**src/rtl/shift_pkg.sv**
```systemverilog
// ============================================================================
// Module      : shift_pkg
// Description : Shared types, funct3 constants and decode helper for the
//               shifter issue stage. Honors macro SHIFT_ISSUE_ERR_EN.
// Revision    : 1.0 - initial release
// ============================================================================
`default_nettype none

package shift_pkg;

    typedef enum logic [1:0] {
        OP_SLL = 2'b00,
        OP_SRL = 2'b10,
        OP_SRA = 2'b11
    } shift_op_e;

    localparam logic [2:0] C_FUNCT3_SLL = 3'b001;
    localparam logic [2:0] C_FUNCT3_SR  = 3'b101;

    typedef struct packed {
        shift_op_e   op;
        logic [4:0]  shamt;
        logic [31:0] operand;
`ifdef SHIFT_ISSUE_ERR_EN
        logic        err;
`endif
    } shift_req_t;

    // Anything not recognised decodes as SRL so the shifter never sees S=01.
    function automatic shift_req_t decode_req(
        input logic [2:0]  funct3,
        input logic        funct7b5,
        input logic [4:0]  shamt,
        input logic [31:0] operand
    );
        shift_req_t req;
        req         = '0;
        req.op      = OP_SRL;
        req.shamt   = shamt;
        req.operand = operand;
        if (funct3 == C_FUNCT3_SLL && !funct7b5) begin
            req.op = OP_SLL;
        end else if (funct3 == C_FUNCT3_SR) begin
            req.op = funct7b5 ? OP_SRA : OP_SRL;
        end
`ifdef SHIFT_ISSUE_ERR_EN
        else begin
            req.err = 1'b1;
        end
`endif
        return req;
    endfunction

endpackage

`default_nettype wire

```
**src/rtl/shift_op_fifo.sv**
```systemverilog
// ============================================================================
// Module      : shift_op_fifo
// Description : Two-entry circular queue of decoded shift requests.
// Revision    : 1.0 - initial release
// ============================================================================
`default_nettype none

module shift_op_fifo
    import shift_pkg::*;
#(
    parameter int DEPTH = 2
) (
    input  logic       clk,
    input  logic       rst_n,
    input  logic       push,
    input  shift_req_t push_data,
    input  logic       pop,
    output shift_req_t pop_data,
    output logic       full,
    output logic       empty
);

    // Storage is not reset: contents are don't-care while the count is zero.
    shift_req_t r_mem [DEPTH];
    logic       r_wr_ptr;
    logic       r_rd_ptr;
    logic [1:0] r_count;

    always_ff @(posedge clk) begin
        if (!rst_n) begin
            r_wr_ptr <= 1'b0;
            r_rd_ptr <= 1'b0;
            r_count  <= 2'd0;
        end else begin
            if (push) begin
                r_wr_ptr <= ~r_wr_ptr;
            end
            if (pop) begin
                r_rd_ptr <= ~r_rd_ptr;
            end
            case ({push, pop})
                2'b10:   r_count <= r_count + 2'd1;
                2'b01:   r_count <= r_count - 2'd1;
                default: r_count <= r_count;
            endcase
        end
    end

    always_ff @(posedge clk) begin
        if (push) begin
            r_mem[r_wr_ptr] <= push_data;
        end
    end

    assign pop_data = r_mem[r_rd_ptr];
    assign full     = (r_count == 2'd2);
    assign empty    = (r_count == 2'd0);

endmodule

`default_nettype wire

```
**src/rtl/shift_issue_stage.sv**
```systemverilog
// ============================================================================
// Module      : shift_issue_stage
// Description : Decodes shift ops, queues them, drives the external shifter
//               from the queue head and registers its result.
//               Optional macro: SHIFT_ISSUE_ERR_EN (illegal-op error flag).
// Revision    : 1.0 - initial release
// ============================================================================
`default_nettype none

module shift_issue_stage
    import shift_pkg::*;
#(
    parameter int DEPTH = 2
) (
    input  logic        clk,
    input  logic        rst_n,
    input  logic        in_valid,
    output logic        in_ready,
    input  logic [2:0]  in_funct3,
    input  logic        in_funct7b5,
    input  logic        in_imm_sel,
    input  logic [31:0] in_rs1,
    input  logic [31:0] in_rs2,
    input  logic [4:0]  in_shamt_imm,
    output logic [1:0]  sh_S,
    output logic [4:0]  sh_shift,
    output logic [31:0] sh_B,
    input  logic [31:0] sh_H,
    output logic        out_valid,
    input  logic        out_ready,
    output logic [31:0] out_data
`ifdef SHIFT_ISSUE_ERR_EN
    ,
    output logic        out_err
`endif
);

    shift_req_t  w_enq_req;
    shift_req_t  w_head;
    logic        w_full;
    logic        w_empty;
    logic        w_push;
    logic        w_pop;
    logic        w_head_err;
    logic [4:0]  w_shamt;
    logic [31:0] r_out_data;
    logic        r_out_valid;
    logic        r_out_err;

    // Only the low five rs2 bits form a shift amount.
    logic        w_unused_rs2_hi;
    assign w_unused_rs2_hi = &{1'b0, in_rs2[31:5]};

    assign w_shamt   = in_imm_sel ? in_shamt_imm : in_rs2[4:0];
    assign w_enq_req = decode_req(in_funct3, in_funct7b5, w_shamt, in_rs1);

    assign in_ready = !w_full;
    assign w_push   = in_valid && in_ready;
    assign w_pop    = !w_empty && (!r_out_valid || out_ready);

    shift_op_fifo #(
        .DEPTH (DEPTH)
    ) u_fifo (
        .clk       (clk),
        .rst_n     (rst_n),
        .push      (w_push),
        .push_data (w_enq_req),
        .pop       (w_pop),
        .pop_data  (w_head),
        .full      (w_full),
        .empty     (w_empty)
    );

`ifdef SHIFT_ISSUE_ERR_EN
    assign w_head_err = w_head.err;
`else
    assign w_head_err = 1'b0;
`endif

    // Idle and errored heads present SRL by 0 of zero: a harmless legal select.
    always_comb begin
        sh_S     = OP_SRL;
        sh_shift = 5'd0;
        sh_B     = 32'd0;
        if (!w_empty && !w_head_err) begin
            sh_S     = w_head.op;
            sh_shift = w_head.shamt;
            sh_B     = w_head.operand;
        end
    end

    always_ff @(posedge clk) begin
        if (!rst_n) begin
            r_out_valid <= 1'b0;
            r_out_data  <= 32'd0;
            r_out_err   <= 1'b0;
        end else if (w_pop) begin
            r_out_valid <= 1'b1;
            r_out_data  <= w_head_err ? 32'd0 : sh_H;
            r_out_err   <= w_head_err;
        end else if (out_ready) begin
            r_out_valid <= 1'b0;
        end
    end

    assign out_valid = r_out_valid;
    assign out_data  = r_out_data;

`ifdef SHIFT_ISSUE_ERR_EN
    assign out_err = r_out_err;
`else
    logic w_unused_err;
    assign w_unused_err = r_out_err;
`endif

endmodule

`default_nettype wire

```
**config.mk**
```make
export PLATFORM = sky130hd
export DESIGN_NAME = shift_issue_stage
export DESIGN_NICKNAME = d
export VERILOG_FILES = /design/src/rtl/shift_pkg.sv /design/src/rtl/shift_op_fifo.sv /design/src/rtl/shift_issue_stage.sv
export SDC_FILE = /design/constraint.sdc
export NUM_CORES = 1
export LEC_CHECK = 0
export BUFFER_PORTS_ARGS = -buffer_cell sky130_fd_sc_hd__buf_4
export CORE_UTILIZATION = 49
export DETAILED_ROUTE_END_ITERATION = 10
export MAX_ROUTING_LAYER = met4
export PLACE_DENSITY = 0.82
export SYNTH_ARGS = -nofsm -noshare
export SYNTH_HDL_FRONTEND = slang
export SYNTH_HIERARCHICAL = 1
export SYNTH_SLANG_ARGS = --single-unit
```
**constraint.sdc**
```tcl
create_clock -name clk -period 3.6 [get_ports clk]
set_input_delay 0.9 -clock clk [delete_from_list [all_inputs] [get_ports clk]]
set_output_delay 0.9 -clock clk [all_outputs]
set_load 0.005 [all_outputs]
```
### After elaboration in Yosys (flattened, before gate mapping)

Memory sizes are Yosys's and may differ from the RTL's. A register that Yosys moved wholly into a read port is not among the register bits.
Index checks and enable logic that the tools add are counted.

| storage, ports and cells | value |
|---|---|
| bits in latches | 0 |
| ROM bits | 0 |
| bits in registers | 37 |
| memory bits (writable) | 78 |
| memories | 1 |

Memories:

| memory | words | bits a word | read ports | clocked after memory_dff | write ports | RTL line | RTL |
|---|---|---|---|---|---|---|---|
| u_fifo.r_mem | 2 | 39 | 1 | 1 | 1 | shift_op_fifo.sv:24 | `shift_req_t r_mem [DEPTH];` |

| cells by class | value |
|---|---|
| div/mod/pow operators | 0 |
| muxes and demuxes | 14 |
| shift-type cells | 0 |
| eq/ne operators | 5 |
| multiply operators | 0 |
| reductions and logical operators | 11 |
| bitwise operators | 2 |
| $add $sub $neg | 2 |
| magnitude comparators | 0 |

Operators by type and width:

| cell | count |
|---|---|
| 32-bit 2-to-1 mux | 1 |
| 5-bit 2-to-1 mux | 2 |
| 1-bit 2-to-1 mux | 8 |
| 2-bit == test, second input constant | 2 |
| 1-bit zero test | 4 |
| 2-bit 2-to-1 mux | 2 |
| 2-bit case mux with 2 select lines | 1 |
| 2-bit nonzero test | 2 |
| 3-bit by 1-bit == test with 1-bit output, second input constant | 1 |
| 3-bit == test, second input constant | 1 |
| 1-bit logical AND | 3 |
| 2-bit by 1-bit adder with 2-bit output, second input constant | 1 |
| 2-bit by 1-bit == test with 1-bit output, second input constant | 1 |
| 2-bit zero test | 1 |
| 1-bit NOT | 2 |
| 2-bit by 1-bit subtractor with 2-bit output, second input constant | 1 |
| 1-bit logical OR | 1 |

### Logic depth before layout (Yosys ltp)

Gate-level depths: netlist (run 1).

| logic depth | value |
|---|---|
| word-level depth | 5 |
| mapped depth | 8 |
| gate-level depth less buffers | 7 |

### Hierarchy

The synthesis (run 1) kept the hierarchy.

By module, submodules not included:

| module | sequential area each (sq um) | cells each | instances | area each (sq um) |
|---|---|---|---|---|
| shift_op_fifo | 2442.3 | 143 | 1 | 3020.4 |
| shift_issue_stage | 660.6 | 195 | 1 | 1705.4 |

### Least setup slack after synthesis (run 1)

No wires, ideal clock.

| timing path | value |
|---|---|
| kind | input-to-reg |
| from | in in_valid |
| to | mem u_fifo/r_mem[0][0] (netlist bit) (enable) |
| required time | 3163 ps |
| arrival | 2815 ps |
| slack | 348 ps |
| stages on the path | 3 |
| cell sequence | nor2b_1 inv_1 nor2_1 |

| on the way | value |
|---|---|
| longest elaborated chain between the ends | 3 |

Ends and longest elaborated chain:

| item | RTL line | RTL |
|---|---|---|
| start: declaration | shift_issue_stage.sv:17 | `input logic in_valid,` |
| 1-bit logical AND | shift_issue_stage.sv:58 | `assign w_push = in_valid && in_ready;` |
| 1-bit 2-to-1 mux | shift_op_fifo.sv:50 | `if (push) begin` |
| 1-bit 2-to-1 mux (implied by the code) | shift_op_fifo.sv:51 | `r_mem[r_wr_ptr] <= push_data;` |
| end: declaration | shift_op_fifo.sv:24 |  |

No other way between the ends.

==> impl_metrics.env, run 1 <==
export IMPL_cts_max_level=4
export IMPL_num_rows=35
export IMPL_drtAntennaViolNets=0
export IMPL_ys_seq_area_frac=0.6566
export IMPL_leakage_uw=0.002689
export IMPL_clkTransAtPathRegs_ns=0.05
export IMPL_drive_gt1_frac=0.4745
export IMPL_fin_skew_ns=0.009251
export IMPL_io_pins=183
export IMPL_first_pass_iters=4
export IMPL_grt_max_degree=71
export IMPL_run_status="complete, no violations"
export IMPL_core_area_sq_mm=0.009284
export IMPL_cts_setup_buffers=0
export IMPL_crit_path_end="sh_B[18]"
export IMPL_die_w_um=100.2
export IMPL_powerDensity_mw_per_mm2=732.8
export IMPL_die_area_sq_mm=0.01004
export IMPL_cp_max_fo=26
export IMPL_cts_root_buf="clkbuf_8"
export IMPL_r2r_start="u_fifo/r_count[0]"
export IMPL_place_congestion=0.7471
export IMPL_remaining_drc_errors=0
export IMPL_reg2regPathDepth=6
export IMPL_place_hpwl_um=6077
export IMPL_yosysWarnings=6
export IMPL_fill_cells=655
export IMPL_tns_ns=0
export IMPL_maxCapViolations=0
export IMPL_syn_nets=449
export IMPL_critical_path_class="flip-flop to primary output"
export IMPL_setup_viol=0
export IMPL_clock_sinks=116
export IMPL_nets=608
export IMPL_drv_slew=0
export IMPL_diodes=0
export IMPL_antenna_found_initial=0
export IMPL_dpl_cell_area_sq_mm=0.005969
export IMPL_grt_pass1_vias=3095
export IMPL_r2r_slack_ns=1.35
export IMPL_syn_to_final_growth_pct=38.10
export IMPL_syn_inst=338
export IMPL_r2r_end="u_fifo/r_count[1]"
export IMPL_drt_wl_total_um=9062
export IMPL_max_freq_ghz=0.3303
export IMPL_register_area_sq_mm=0.003104
export IMPL_cts_buffers=17
export IMPL_rsz0062_at_grt="false"
export IMPL_hold_path_class="flip-flop to flip-flop"
export IMPL_crit_required_ns=2.70
export IMPL_dr_first_iter_drc_count=64
export IMPL_post_cts_resize_count=0
export IMPL_final_common_cell="buf_4"
export IMPL_multi_input_area_sq_mm=0.001490
export IMPL_hold_buffers=0
export IMPL_start_kind="flip-flop"
export IMPL_die_h_um=100.2
export IMPL_arrival_ns=2.13
export IMPL_whs_ns=0.4558
export IMPL_end_kind="primary output"
export IMPL_syn_area_sq_mm=0.004726
export IMPL_worstSkewPairLatency_ns=0.49
export IMPL_finalCriticalPeriod_ns=3.028
export IMPL_slew_headroom=0.3553
export IMPL_vdd_drop_max_uv=391.6
export IMPL_start_util=0.5090
export IMPL_cts_buffer_depth=2
export IMPL_route_vias_total=3085
export IMPL_grt_overflow_total=0
export IMPL_detail_route_wl_per_cell_um=14.18
export IMPL_grtUsageTotal=0.1929
export IMPL_fin_ws_ns=0.5724
export IMPL_avgViaCountPerCell=4.828
export IMPL_grt_pass1_wl_um=14210
export IMPL_dp_slack_ns=1.053
export IMPL_fin_crit_sh=0.8410
export IMPL_cts_tree="done"
export IMPL_hold_viol=0
export IMPL_tightest_slew_ns=0.9671
export IMPL_synth_cell_types=28
export IMPL_avgSynthCellArea_sq_um=13.98
export IMPL_port_buffers=155
export IMPL_ys_ff_latch=116
export IMPL_layout_common_cells="buf_4, edfxtp_1, nand2_1, mux2_2, nor2b_1"
export IMPL_final_area_sq_mm=0.006526
export IMPL_post_route_util=0.7030
-- sequential cells by signal, summed over array words and instances (netlist names), named ones only --
register	count
out_data	32
u_fifo/r_rd_ptr	1
out_valid	1
u_fifo/r_count	2
u_fifo/r_wr_ptr	1
u_fifo/r_mem	78
-- power by group --
| part | switching (uW) | internal [uW] |
|---|---|---|
| Clock | 545 | 977 |
| Sequential | 146 | 1670 |
| Combinational | 609 | 836 |
| Total | 1300 | 3480 |
-- per-stage QoR --
stage                     std cells  power [uW]
after floorplan                 338        2709
after global placement          607        3265
after detailed placement        607        3305
after CTS                       639        4841
after global routing            639        5031
final                           639        4782
-- synth_stat cells --
cell type,n,share of area
mux2_2,44,0.10
a21boi_1,1,0.0016
or3_1,1,0.0013
xnor2_1,2,0.0037
buf_2,5,0.0053
xor2_1,1,0.0019
nand2_1,64,0.051
mux2i_1,32,0.068
a21boi_0,1,0.0016
and2_1,4,0.0053
nor2b_4,1,0.0029
o21ai_0,1,0.0011
or2_2,1,0.0013
buf_4,2,0.0032
buf_6,1,0.0024
dfxtp_1,38,0.16
or4b_2,1,0.0021
and2b_2,1,0.0019
ha_1,1,0.0026
and4b_1,1,0.0021
buf_12,3,0.013
nor2b_1,40,0.053
nand2b_4,1,0.0029
o21a_1,1,0.0016
edfxtp_1,78,0.50
nor2_1,2,0.0016
clkbuf_1,8,0.0064
inv_1,2,0.0016
-- logic make-up after synthesis --
logic type,synth area share
adder cells (fa/ha/maj),0.002647
AO/OA/AOI/OAI,0.005825
AND/OR/NAND/NOR,0.1252
multiplexers,0.1726
flip-flops,0.6566
buffers and inverters,0.03151
XOR/XNOR,0.005561
-- worst min-delay path by stage --
stage	slack, ns	cells past startpoint	end	from
after floorplan	0.45	2	out_data[0]	out_data[0]
after global placement	0.44	2	out_data[31]	out_data[31]
after detailed placement	0.45	2	out_data[11]	out_data[11]
after CTS	0.46	2	out_data[24]	out_data[24]
after global routing	0.47	2	out_data[0]	out_data[0]
final	0.46	2	out_data[24]	out_data[24]
-- final cells by class --
cell class / instances / share of cell area
clock inverters: 8 / 0.006710
clock buffers: 24 / 0.07860
flip-flops and latches: 116 / 0.4757
multi-input cells: 201 / 0.2283
inverters: 2 / 0.001150
repair buffers: 159 / 0.1848
well taps: 129 / 0.02473
-- worst max-delay path: stages, from the launching register on --
cell and delay (ns):
dfxtp_2 0.76, buf_12 0.23, mux2_2 0.33, nor2b_1 0.14
buf_4 0.17
-- routing by layer --
metal | track usage | routed length, um | up-vias
met5 | - | 0 | -
met4 | 0.07804 | 93 | 0
met3 | 0.06476 | 707 | 7
met2 | 0.3230 | 4505 | 124
met1 | 0.2113 | 3755 | 1454
li1 | - | - | 1500
Power figures use the tool's default switching activity.
==> inputs of run 2 (changes only) <==
Clock period 3.6 ns to 3.1 ns, I/O delays scaled along.
==> run 2 against run 1 <==
Net effect: non-clock buffer count increased by 1; cell count up 0.16%; wire length grew 3.4%; clock skew decreased by 0.0014 ns; sequential power is 15% higher; critical endpoint is now sh_shift[4].
==> impl_metrics.env, run 2 (synthesis results as in run 1) <==
export IMPL_setup_viol=0
export IMPL_die_w_um=100.2
export IMPL_wl_met1_um=3936
export IMPL_post_cts_resize_count=0
export IMPL_final_area_sq_mm=0.006591
export IMPL_start_kind="flip-flop"
export IMPL_place_congestion=0.6944
export IMPL_run_status="complete, no violations"
export IMPL_worstSkewPairLatency_ns=0.49
export IMPL_final_common_cell="buf_4"
export IMPL_fin_cells=640
export IMPL_crit_required_ns=2.32
export IMPL_grt_max_degree=71
export IMPL_start_util=0.5090
export IMPL_place_hpwl_um=6170
export IMPL_die_area_sq_mm=0.01004
export IMPL_largest_reg_flops=78
export IMPL_finalCriticalPeriod_ns=2.819
export IMPL_tns_ns=0
export IMPL_clock_sinks=116
export IMPL_cts_setup_buffers=0
export IMPL_hold_path_class="flip-flop to flip-flop"
export IMPL_tightest_slew_ns=0.7629
export IMPL_cts_buffer_depth=2
export IMPL_cts_root_buf="clkbuf_8"
export IMPL_remaining_drc_errors=0
export IMPL_leakage_uw=0.002716
export IMPL_cts_buffers=17
export IMPL_cts_max_level=4
export IMPL_clkTransAtPathRegs_ns=0.05
export IMPL_route_vias_total=3113
export IMPL_grt_overflow_total=0
export IMPL_powerDensity_mw_per_mm2=868.4
export IMPL_arrival_ns=2.04
export IMPL_fin_skew_ns=0.007839
export IMPL_end_kind="primary output"
export IMPL_cts_tree="done"
export IMPL_drtAntennaViolNets=0
export IMPL_core_area_sq_mm=0.009284
export IMPL_hold_viol=0
export IMPL_antenna_found_initial=0
export IMPL_detail_route_wl_per_cell_um=14.63
export IMPL_fin_crit_sh=0.9092
export IMPL_met3_length_um=668
export IMPL_critical_path_class="flip-flop to primary output"
export IMPL_grtUsageTotal=0.1964
export IMPL_drive_gt1_frac=0.4736
export IMPL_rsz0062_at_grt="false"
export IMPL_dr_first_iter_drc_count=83
export IMPL_cp_max_fo=20
export IMPL_nets=609
export IMPL_port_buffers=155
export IMPL_route_top_layer_used="met4"
export IMPL_max_freq_ghz=0.3548
export IMPL_io_pins=183
export IMPL_first_pass_iters=4
export IMPL_fin_ws_ns=0.2815
export IMPL_hold_buffers=0
export IMPL_dpl_cell_area_sq_mm=0.005977
export IMPL_wl_met2_um=4658
export IMPL_vdd_drop_max_uv=477.4
export IMPL_r2r_start="u_fifo/r_count[0]"
export IMPL_grt_pass1_wl_um=14500
export IMPL_layout_common_cells="buf_4, edfxtp_1, nand2_1, mux2_2, nor2b_1"
export IMPL_drt_wl_total_um=9366
export IMPL_avgViaCountPerCell=4.864
export IMPL_grt_pass1_vias=3146
export IMPL_diodes=0
export IMPL_num_rows=35
export IMPL_dp_slack_ns=0.7627
export IMPL_hp_start="out_data[29]"
export IMPL_maxCapViolations=0
export IMPL_finalPower_uw=5724
export IMPL_syn_to_final_growth_pct=39.48
export IMPL_die_h_um=100.2
export IMPL_largest_register="u_fifo/r_mem"
export IMPL_dp_cells=608
export IMPL_drv_slew=0
export IMPL_slew_headroom=0.4902
==> run 2: worst paths after layout <==
| kind | end | slack, ns | cells past startpoint |
|---|---|---|---|
| hold / removal | out_data[29] | 0.46 | 2 |
| hold reg to reg | out_data[29] | 0.46 | 2 |
| setup reg to reg | u_fifo/r_count[1] | 0.89 | 6 |
| setup / recovery | sh_shift[4] | 0.28 | 4 |
==> run 2: area by class of cell <==
type,count,area [sq um]
flip-flops and latches,116,3104
multi-input cells,201,1490
clock inverters,4,22.52
fillers,645,2693
well taps,129,161.4
inverters,2,7.507
clock buffers,28,591.8
repair buffers,160,1214
==> run 2: per-layer routing <==
metal / GRT usage / up-vias
li1: - / 1499
met1: 0.2260 / 1478
met2: 0.3288 / 126
met3: 0.05641 / 10
met4: 0.06912 / 0
met5: - / -
==> run 2: report_power, final <==
part | internal, uW | switching, uW | total (uW)
registers | 1940 | 158 | 2100
clock network | 1290 | 638 | 1920
logic | 975 | 728 | 1700
==> run 2: stage by stage <==
stage | utilization | hold slack, ns
after floorplan | - | 0.4511
after global placement | 0.6438 | 0.4427
after detailed placement | 0.6438 | 0.4483
after CTS | 0.7100 | 0.4450
after global routing | 0.7100 | 0.4392
final | 0.7100 | 0.4593
==> run 2: worst max-delay path, cell delays in order, from the launching register on <==
cell     delay [ns]
dfxtp_2        0.65
buf_12         0.24
mux2_2         0.34
nor2b_1        0.14
buf_4          0.18
